[src/rtl/nrzi_decoder.sv]
// nrzi_decoder: NRZI (NRZ-S) line decoder with optional bit unstuffing.
//   A steady line level decodes as 1, a level change as 0. With unstuffing
//   enabled, the 0 that follows STUFF_LEN consecutive 1s is dropped, and a 1
//   in that position latches a sticky stuffing error until clear_i or reset_i.
//   Optional feature macro: NRZI_DECODER_UNSTUFF_EN (undefined = pure decode).
// Ports:
//   clk_i        rising-edge clock
//   reset_i      synchronous active-high reset
//   en_i         bit strobe; a_i is sampled only when high
//   a_i          NRZI line level
//   clear_i      packet-boundary resync (FSM, ones counter, error flag)
//   y_o          decoded bit, meaningful when valid_o=1
//   valid_o      one-cycle pulse per delivered bit
//   stuff_err_o  sticky stuffing-violation flag
module nrzi_decoder #(
    parameter logic        RESET_LEVEL = 1'b0,
    parameter int unsigned STUFF_LEN   = 6
) (
    input  logic clk_i,
    input  logic reset_i,
    input  logic en_i,
    input  logic a_i,
    input  logic clear_i,
    output logic y_o,
    output logic valid_o,
    output logic stuff_err_o
);

    localparam int unsigned CNT_W = $clog2(STUFF_LEN + 1);

    logic prev_level_q, prev_level_d;
    logic y_q, y_d;
    logic valid_q, valid_d;
    logic err_q, err_d;
    logic dec_bit;

    // Unchanged level since the previous sample means a 1.
    assign dec_bit = (a_i == prev_level_q);

`ifdef NRZI_DECODER_UNSTUFF_EN

    typedef enum logic [1:0] {
        S_DATA  = 2'd0,
        S_STUFF = 2'd1,
        S_ERR   = 2'd2
    } state_e;

    state_e             state_q, state_d;
    logic [CNT_W-1:0]   cnt_q, cnt_d;
    logic [CNT_W-1:0]   cnt_inc;

    // Saturating increment of the consecutive-ones counter.
    assign cnt_inc = (cnt_q < CNT_W'(STUFF_LEN)) ? cnt_q + CNT_W'(1) : cnt_q;

    // Registers: line history, FSM, counter and outputs.
    always_ff @(posedge clk_i) begin
        if (reset_i) begin
            prev_level_q <= RESET_LEVEL;
            state_q      <= S_DATA;
            cnt_q        <= '0;
            y_q          <= 1'b0;
            valid_q      <= 1'b0;
            err_q        <= 1'b0;
        end else begin
            prev_level_q <= prev_level_d;
            state_q      <= state_d;
            cnt_q        <= cnt_d;
            y_q          <= y_d;
            valid_q      <= valid_d;
            err_q        <= err_d;
        end
    end

    // Next-state and output decode.
    always_comb begin
        prev_level_d = prev_level_q;
        state_d      = state_q;
        cnt_d        = cnt_q;
        y_d          = y_q;
        valid_d      = 1'b0;
        err_d        = err_q;

        // Line continuity is tracked on every sample, even during clear/error.
        if (en_i) begin
            prev_level_d = a_i;
        end

        if (clear_i) begin
            state_d = S_DATA;
            cnt_d   = '0;
            err_d   = 1'b0;
        end else if (en_i) begin
            unique case (state_q)
                S_DATA: begin
                    valid_d = 1'b1;
                    y_d     = dec_bit;
                    if (dec_bit) begin
                        cnt_d = cnt_inc;
                        if (cnt_inc == CNT_W'(STUFF_LEN)) begin
                            state_d = S_STUFF;
                        end
                    end else begin
                        cnt_d = '0;
                    end
                end
                S_STUFF: begin
                    if (!dec_bit) begin
                        cnt_d   = '0;
                        state_d = S_DATA;
                    end else begin
                        err_d   = 1'b1;
                        state_d = S_ERR;
                    end
                end
                S_ERR: begin
                    state_d = S_ERR;
                end
                default: begin
                    state_d = S_ERR;
                end
            endcase
        end
    end

`else

    // clear_i and the counter sizing have no role in the pure decoder.
    logic unused_ok;
    assign unused_ok = &{1'b0, clear_i, 1'(CNT_W)};

    // Registers: line history and outputs.
    always_ff @(posedge clk_i) begin
        if (reset_i) begin
            prev_level_q <= RESET_LEVEL;
            y_q          <= 1'b0;
            valid_q      <= 1'b0;
            err_q        <= 1'b0;
        end else begin
            prev_level_q <= prev_level_d;
            y_q          <= y_d;
            valid_q      <= valid_d;
            err_q        <= err_d;
        end
    end

    // Every strobed sample is delivered.
    always_comb begin
        prev_level_d = prev_level_q;
        y_d          = y_q;
        valid_d      = 1'b0;
        err_d        = 1'b0;
        if (en_i) begin
            prev_level_d = a_i;
            y_d          = dec_bit;
            valid_d      = 1'b1;
        end
    end

`endif

    assign y_o         = y_q;
    assign valid_o     = valid_q;
    assign stuff_err_o = err_q;

endmodule
[config.mk]
export PLATFORM = sky130hd
export DESIGN_NAME = nrzi_decoder
export DESIGN_NICKNAME = d
export VERILOG_FILES = /design/src/rtl/nrzi_decoder.sv
export SDC_FILE = /design/constraint.sdc
export NUM_CORES = 1
export LEC_CHECK = 0
export BUFFER_PORTS_ARGS = -buffer_cell sky130_fd_sc_hd__clkbuf_2
export CAP_MARGIN = 5
export CELL_PAD_IN_SITES_DETAIL_PLACEMENT = 0
export CELL_PAD_IN_SITES_GLOBAL_PLACEMENT = 1
export CORE_AREA = 3 3 40 42
export CTS_CLUSTER_DIAMETER = 40
export DETAILED_ROUTE_END_ITERATION = 8
export DIE_AREA = 0 0 43 45
export PLACE_DENSITY_LB_ADDON = 0.1
export REMOVE_ABC_BUFFERS = 1
export SETUP_SLACK_MARGIN = 0.2
export SYNTH_ARGS = -nofsm -noshare
export SYNTH_HDL_FRONTEND = slang
export SYNTH_SLANG_ARGS = --single-unit
[constraint.sdc]
create_clock -name clk_i -period 0.9 [get_ports clk_i]
set_input_delay 0.09 -clock clk_i [delete_from_list [all_inputs] [get_ports clk_i]]
set_output_delay 0.09 -clock clk_i [all_outputs]
set_load 0.03 [all_outputs]
# Word-level counts from Yosys, hierarchy flattened
# Index checks and enable logic that the tools add are counted.
[word_totals] wordCells=5 register_bits=3 out_inout_bits=3 input_bits=5
[classes] n_eq_ne=1 muxes=1
[op_table] op="$eq A1 B1 Y1" n=1
[op_table] op="$mux W1" n=1

# Logic depth before layout (Yosys ltp)
# Gate-level depths: netlist (run 1).
[depth] word_depth=1 depth_mapped=2 mapped_depth_nobuf=2

# Least setup slack after synthesis (run 1)
# Ideal clock, no wire load.
[synth_path] path_type="register to register" start="reg, netlist name y_o" end="reg y_q (netlist: y_o)" period_less_slack_ns=0.836 required_ns=0.843 path_stages_with_launch=3 path_buffers=0 path_slack_ns=0.064 setup_time_ns=0.057 arrival_time_ns=0.779 path_cell_list="dfxtp_1 nor3b_1 a21o_1"
[synth_rtl] element="end signal: assignment" line="140" source="y_q <= y_d;"
[synth_rtl] element="end: declaration" line="32" source="logic y_q, y_d;"

# Worst setup path after layout (run 1)
[layout_path] start="reg y_q (netlist: y_o)" end="out y_o"
[layout_rtl] element="end: declaration" line="24" source="output logic y_o,"
# No word-level cell between the ends.

==> results of run 1 <==
-- per-stage QoR --
| stage | hold WS, ns | worst slack (ns) | power, mW | cell area, µm² |
|---|---|---|---|---|
| finish | 0.0861 | 0.131 | 0.443 | 214 |
| global route | 0.0860 | 0.0984 | 0.475 | 214 |
| CTS | 0.0703 | 0.101 | 0.452 | 206 |
| detailed placement | 0.324 | 0.181 | 0.200 | 159 |
| global placement | 0.335 | 0.188 | 0.201 | 159 |
| floorplan | 0.158 | 0.0641 | 0.181 | 115 |
-- cell usage in the layout, fill, tap and decap left out, drive strengths merged --
master / Yosys / final
a21o: 1 / 1
conb: 1 / 1
xnor2: 1 / 1
buf: 1 / 2
mux2i: 1 / 1
dfxtp: 3 / 3
nor3b: 1 / 1
nor2: 1 / 1
clkbuf: 0 / 7
nor2b: 1 / 1
-- cell type report --
cell class / count / area [µm²]
flip-flops and latches: 3 / 63.8
multi-input cells: 7 / 60.1
clock buffers: 4 / 26.3
repair buffers: 5 / 45.0
fillers: 148 / 1070
well taps: 15 / 18.8
-- sequential cells by signal, summed over array words and instances, names as in the netlist --
signal and flops:
valid_o 1, y_o 1, prev_level_q 1
-- metal layers --
metal	wire length (µm)	vias up	part of all wire [%]
li1	-	49	-
met1	95	45	39
met2	123	4	51
met3	24	0	9.9
met4	0	0	0
met5	0	-	0
-- timing repair --
| item | 4_1_cts | 5_1_grt |
|---|---|---|
| gates resized for setup | 7 | 3 |
| endpoints found under the hold margin | 0 | 0 |
| setup endpoints to repair | 3 | 3 |
| hold buffers | 0 | 0 |
| pin swaps | 2 | 0 |
-- cell usage after synthesis --
cell and instances:
nor2b_4 1, dfxtp_1 3, a21o_1 1, nor2_1 1
nor3b_1 1, conb_1 1, buf_4 1, mux2i_1 1
xnor2_1 1
-- worst paths after layout --
path                                    from           end  cells after the start
worst max-delay path                     y_o           y_o                      1
worst min-delay path                 reset_i       valid_o                      2
worst max register to register           y_o           y_o                      2
worst min register to register  prev_level_q  prev_level_q                      2
-- report_power, final --
part / total (mW) / switching [mW] / internal (mW)
Combinational: 0.0634 / 0.0312 / 0.0322
Sequential: 0.150 / 0.00571 / 0.144
Clock: 0.230 / 0.0645 / 0.166
-- kinds of logic (layout without fill, tap and decap cells) --
logic type      Yosys count  count (layout)
other cells               1               1
compound gates            1               1
buf+inv                   1               9
simple gates              3               3
mux                       1               1
xor+xnor                  1               1
flops                     3               3
==> results.toml, run 1 <==
[global_route]
grt_pass1_vias = 83
busiest_layer = "met3"
antenna_found_initial = 0
grt-ovfl-total = 0
use_met3_pct = 5.98
use_met1_pct = 1.68
grt_max_degree = 4
grt_pass1_wl_um = 345
grtUsageMet2_pct = 3.59
grt_usage_pct = 3.58

[status]
outcome = "completed"

[worst_hold_path]
hold_class = "input port to flip-flop"

[logic_synthesis]
synthSimpleGateAreaFrac_pct = 20.4
synth_top_area_share_pct = 49.0
synth_top_family_by_area = "simple AND/OR/NAND/NOR gates"
synth_compound_area_share_pct = 6.12
synth-seq-cells = 3
synth.area.mux_share_pct = 8.16
ys_seq_area_share_pct = 49.0
yosys_warnings = 0
synthCells = 11
ys_types = 9
synth_adder_area_share_pct = 0
synth_area_um2 = 123
synth_area_leaders = "dfxtp_1 49%, nor2b_4 11%, mux2i_1 8.2%, xnor2_1 7.1%, a21o_1 6.1%"
synth_top_area_cell = "dfxtp_1"
synth_area_per_cell_um2 = 11.1
yosys.area_share.xor_xnor_pct = 7.14

[sta]
fin_crit_ns = 0.769
setup_tns_ns = 0
fin_crit_sh_pct = 85.5
fmax_mhz = 1300
maxSlewViolCount = 0
setup_viol = 0
rsz0062_at_grt = "yes"
skew_ns = 0.00219
finalHoldViolCount = 0

[floorplan]
start_util_pct = 9.54
core_area_um2 = 1280
num_rows = 13
die_y_um = 45
die_x_um = 43
die_area_um2 = 1940
io_pins = 8

[cells_and_area]
diodes = 0
syn_to_final_growth_pct = 74.5
drive_above_1_share_pct = 68.4
postLayoutCoreUtil_pct = 16.7
layout.nets = 25
finalNonFillerCells = 34

[cts]
cts.reportedPaths.clkPinSlew_ns = 0.04
cts_buffer_depth = 2
cts_root_buf = "clkbuf_4"
cts_buffers = 3
cts_setup_buffers = 0
numClockSinks = 3
cts-htree-levels = 1
worstSkewPairLatency_ns = 0.23
cts_tree = "yes"

[pwr]
leakagePower_nw = 0.0999
ir_drop_v = 0.000427
p_per_area_nw_per_um2 = 2070

[worst_setup_path]
critPathMaxFanout = 2
critPathKind = "flip-flop to output port"
critical_path_arrival_ns = 0.68
cp-start-kind = "flip-flop"
end_kind = "output port"
reg2reg_slack_ns = 0.19
crit_chain = "buf_8"
critPathBufInv = 1
slowest_delay_ns = 0.33
required_ns = 0.81
path_delay_family = "flip-flops"
slowest_stage = "dfxtp_2"

[route]
wl_per_cell_um = 7.15
num_vias = 98
routed_wl_um = 243
first_pass_iters = 1
routed_via_density = 2.88
drt_first_iter_violations = 0
drc = 0
ant_nets = 0

[placed_design]
gp_congestion = 0.515
placedCellCount = 30
port_buffers = 5

[flow_run]
drv_cap = 0
No activity file was read; power rests on OpenSTA's default activity.
==> run 2: changes to the inputs <==
Settings changed: BUFFER_PORTS_ARGS -buffer_cell sky130_fd_sc_hd__clkbuf_2 to unset, CORE_AREA 3 3 40 42 to 2 2 39 41, DIE_AREA 0 0 43 45 to 0 0 41 43, DONT_BUFFER_PORTS set to 1, RECOVER_POWER set to 100.
==> run 2 against run 1 <==
  * Register-to-register slack hardly changed
  * Die area is 8.9% lower
  * Worst hold slack worse by 0.068 ns
  * Non-clock buffer count is 2 lower
  * Wire length is 8.6% higher
  * Critical path depth is 1 lower
  * Count of clock-buffer cells in the layout stayed put
  * Clock power is 5% higher
  * Global-route usage is 0.93 points higher
  * Worst setup slack worse by 0.042 ns
  * Via count is 8.2% lower
  * Critical endpoint is now valid_o
==> results.toml, run 2 (synthesized netlist as in run 1, its figures left out) <==
[floorplan]
io_pins = 8
start_util_pct = 8.86
die_y_um = 43
die_area_um2 = 1760
die_x_um = 41
num_rows = 14
core_area_um2 = 1380

[cts]
cts_setup_buffers = 0
numClockSinks = 3
cts_root_buf = "clkbuf_4"
cts_buffer_depth = 2
cts-htree-levels = 1
cts_buffers = 3
cts_tree = "yes"
worstSkewPairLatency_ns = 0.23
cts.reportedPaths.clkPinSlew_ns = 0.04

[route]
drt_first_iter_violations = 0
routed_via_density = 2.73
wl_per_cell_um = 8.00
drc = 0
num_vias = 90
ant_nets = 0
routed_wl_um = 264
first_pass_iters = 1

[global_route]
antenna_found_initial = 0
grt_usage_pct = 4.51
grt_pass1_vias = 119
grt-ovfl-total = 0
grt_max_degree = 4
grt_pass1_wl_um = 441

[cells_and_area]
syn_to_final_growth_pct = 58.2
layout.nets = 23
most-common-layout-cells = "3 x clkbuf_4, 2 x dlygate4sd3_1, 2 x dfxtp_1"
regArea_um2 = 61.3
diodes = 0
final_area_um2 = 194
layout_commonest_cell = "clkbuf_4"
drive_above_1_share_pct = 35.3
multi_input_area_um2 = 55.1
fillers = 166
postLayoutCoreUtil_pct = 14.0

[sta]
skew_ns = 0.00497
setup_tns_ns = 0
fin_crit_sh_pct = 90.1
rsz0062_at_grt = "yes"
finalHoldViolCount = 0
maxSlewViolCount = 0
fin_crit_ns = 0.811
finalWorstSetupSlack_ns = 0.0888
fmax_mhz = 1230
setup_viol = 0

[status]
outcome = "completed"

[placed_design]
port_buffers = 0
gp_congestion = 0.602
place_ws_ns = 0.193
place_area_um2 = 143

[worst_setup_path]
required_ns = 0.81
end_kind = "output port"
reg2reg_slack_ns = 0.19
critPathKind = "flip-flop to output port"
cp-start-kind = "flip-flop"
critPathMaxFanout = 1
critical_path_arrival_ns = 0.72

[pwr]
p_per_area_nw_per_um2 = 2260
leakagePower_nw = 0.0866
ir_drop_v = 0.000697
fin_total_pwr_uw = 439

[flow_run]
drv_cap = 0

[worst_hold_path]
hold_class = "input port to flip-flop"
[run 2: cell count changes in the layout (fill, tap and decap cells not counted), sizes merged]
cell         before  now
dlygate4sd3       0    2
clkbuf            7    4
buf               2    1
[run 2: worst paths after layout]
kind	startpoint	to	cells after the start
max	valid_o	valid_o	0
min	a_i	prev_level_q	2
max reg2reg	prev_level_q	y_o	2
min reg2reg	prev_level_q	prev_level_q	2
[run 2: what timing repair did]
action,in CTS,in global routing
pin swaps,2,0
endpoints found under the hold margin,2,0
endpoints found under the setup margin,3,3
resized for setup,5,1
hold buffers,2,0
[run 2: metal layers]
metal / global-route usage, % / share of wire [%] / wire length [µm] / vias up
li1: - / - / - / 45
met3: 8.90 / 18 / 47 / 0
met5: 0 / 0 / 0 / -
met2: 4.69 / 30 / 79 / 7
met1: 4.15 / 52 / 138 / 38
met4: 0 / 0 / 0 / 0
[run 2: final cells by class]
cell class / instances / area share, %
flip-flops and latches: 3 / 31.6
multi-input cells: 7 / 28.4
repair buffers: 3 / 16.1
clock buffers: 4 / 13.5
well taps: 16 / 10.3
[run 2: power by group]
group          internal [mW]  leakage (nW)  switching [mW]
registers              0.143        0.0252          0.0101
clock network          0.167        0.0150          0.0749
logic                 0.0250        0.0464          0.0194
[run 2: per-stage QoR]
step | std cells | hold WS, ns
global placement | 27 | 0.162
CTS | 33 | 0.0148
finish | 33 | 0.0184
detailed placement | 27 | 0.162
global route | 33 | 0.0253
floorplan | 10 | 0.158
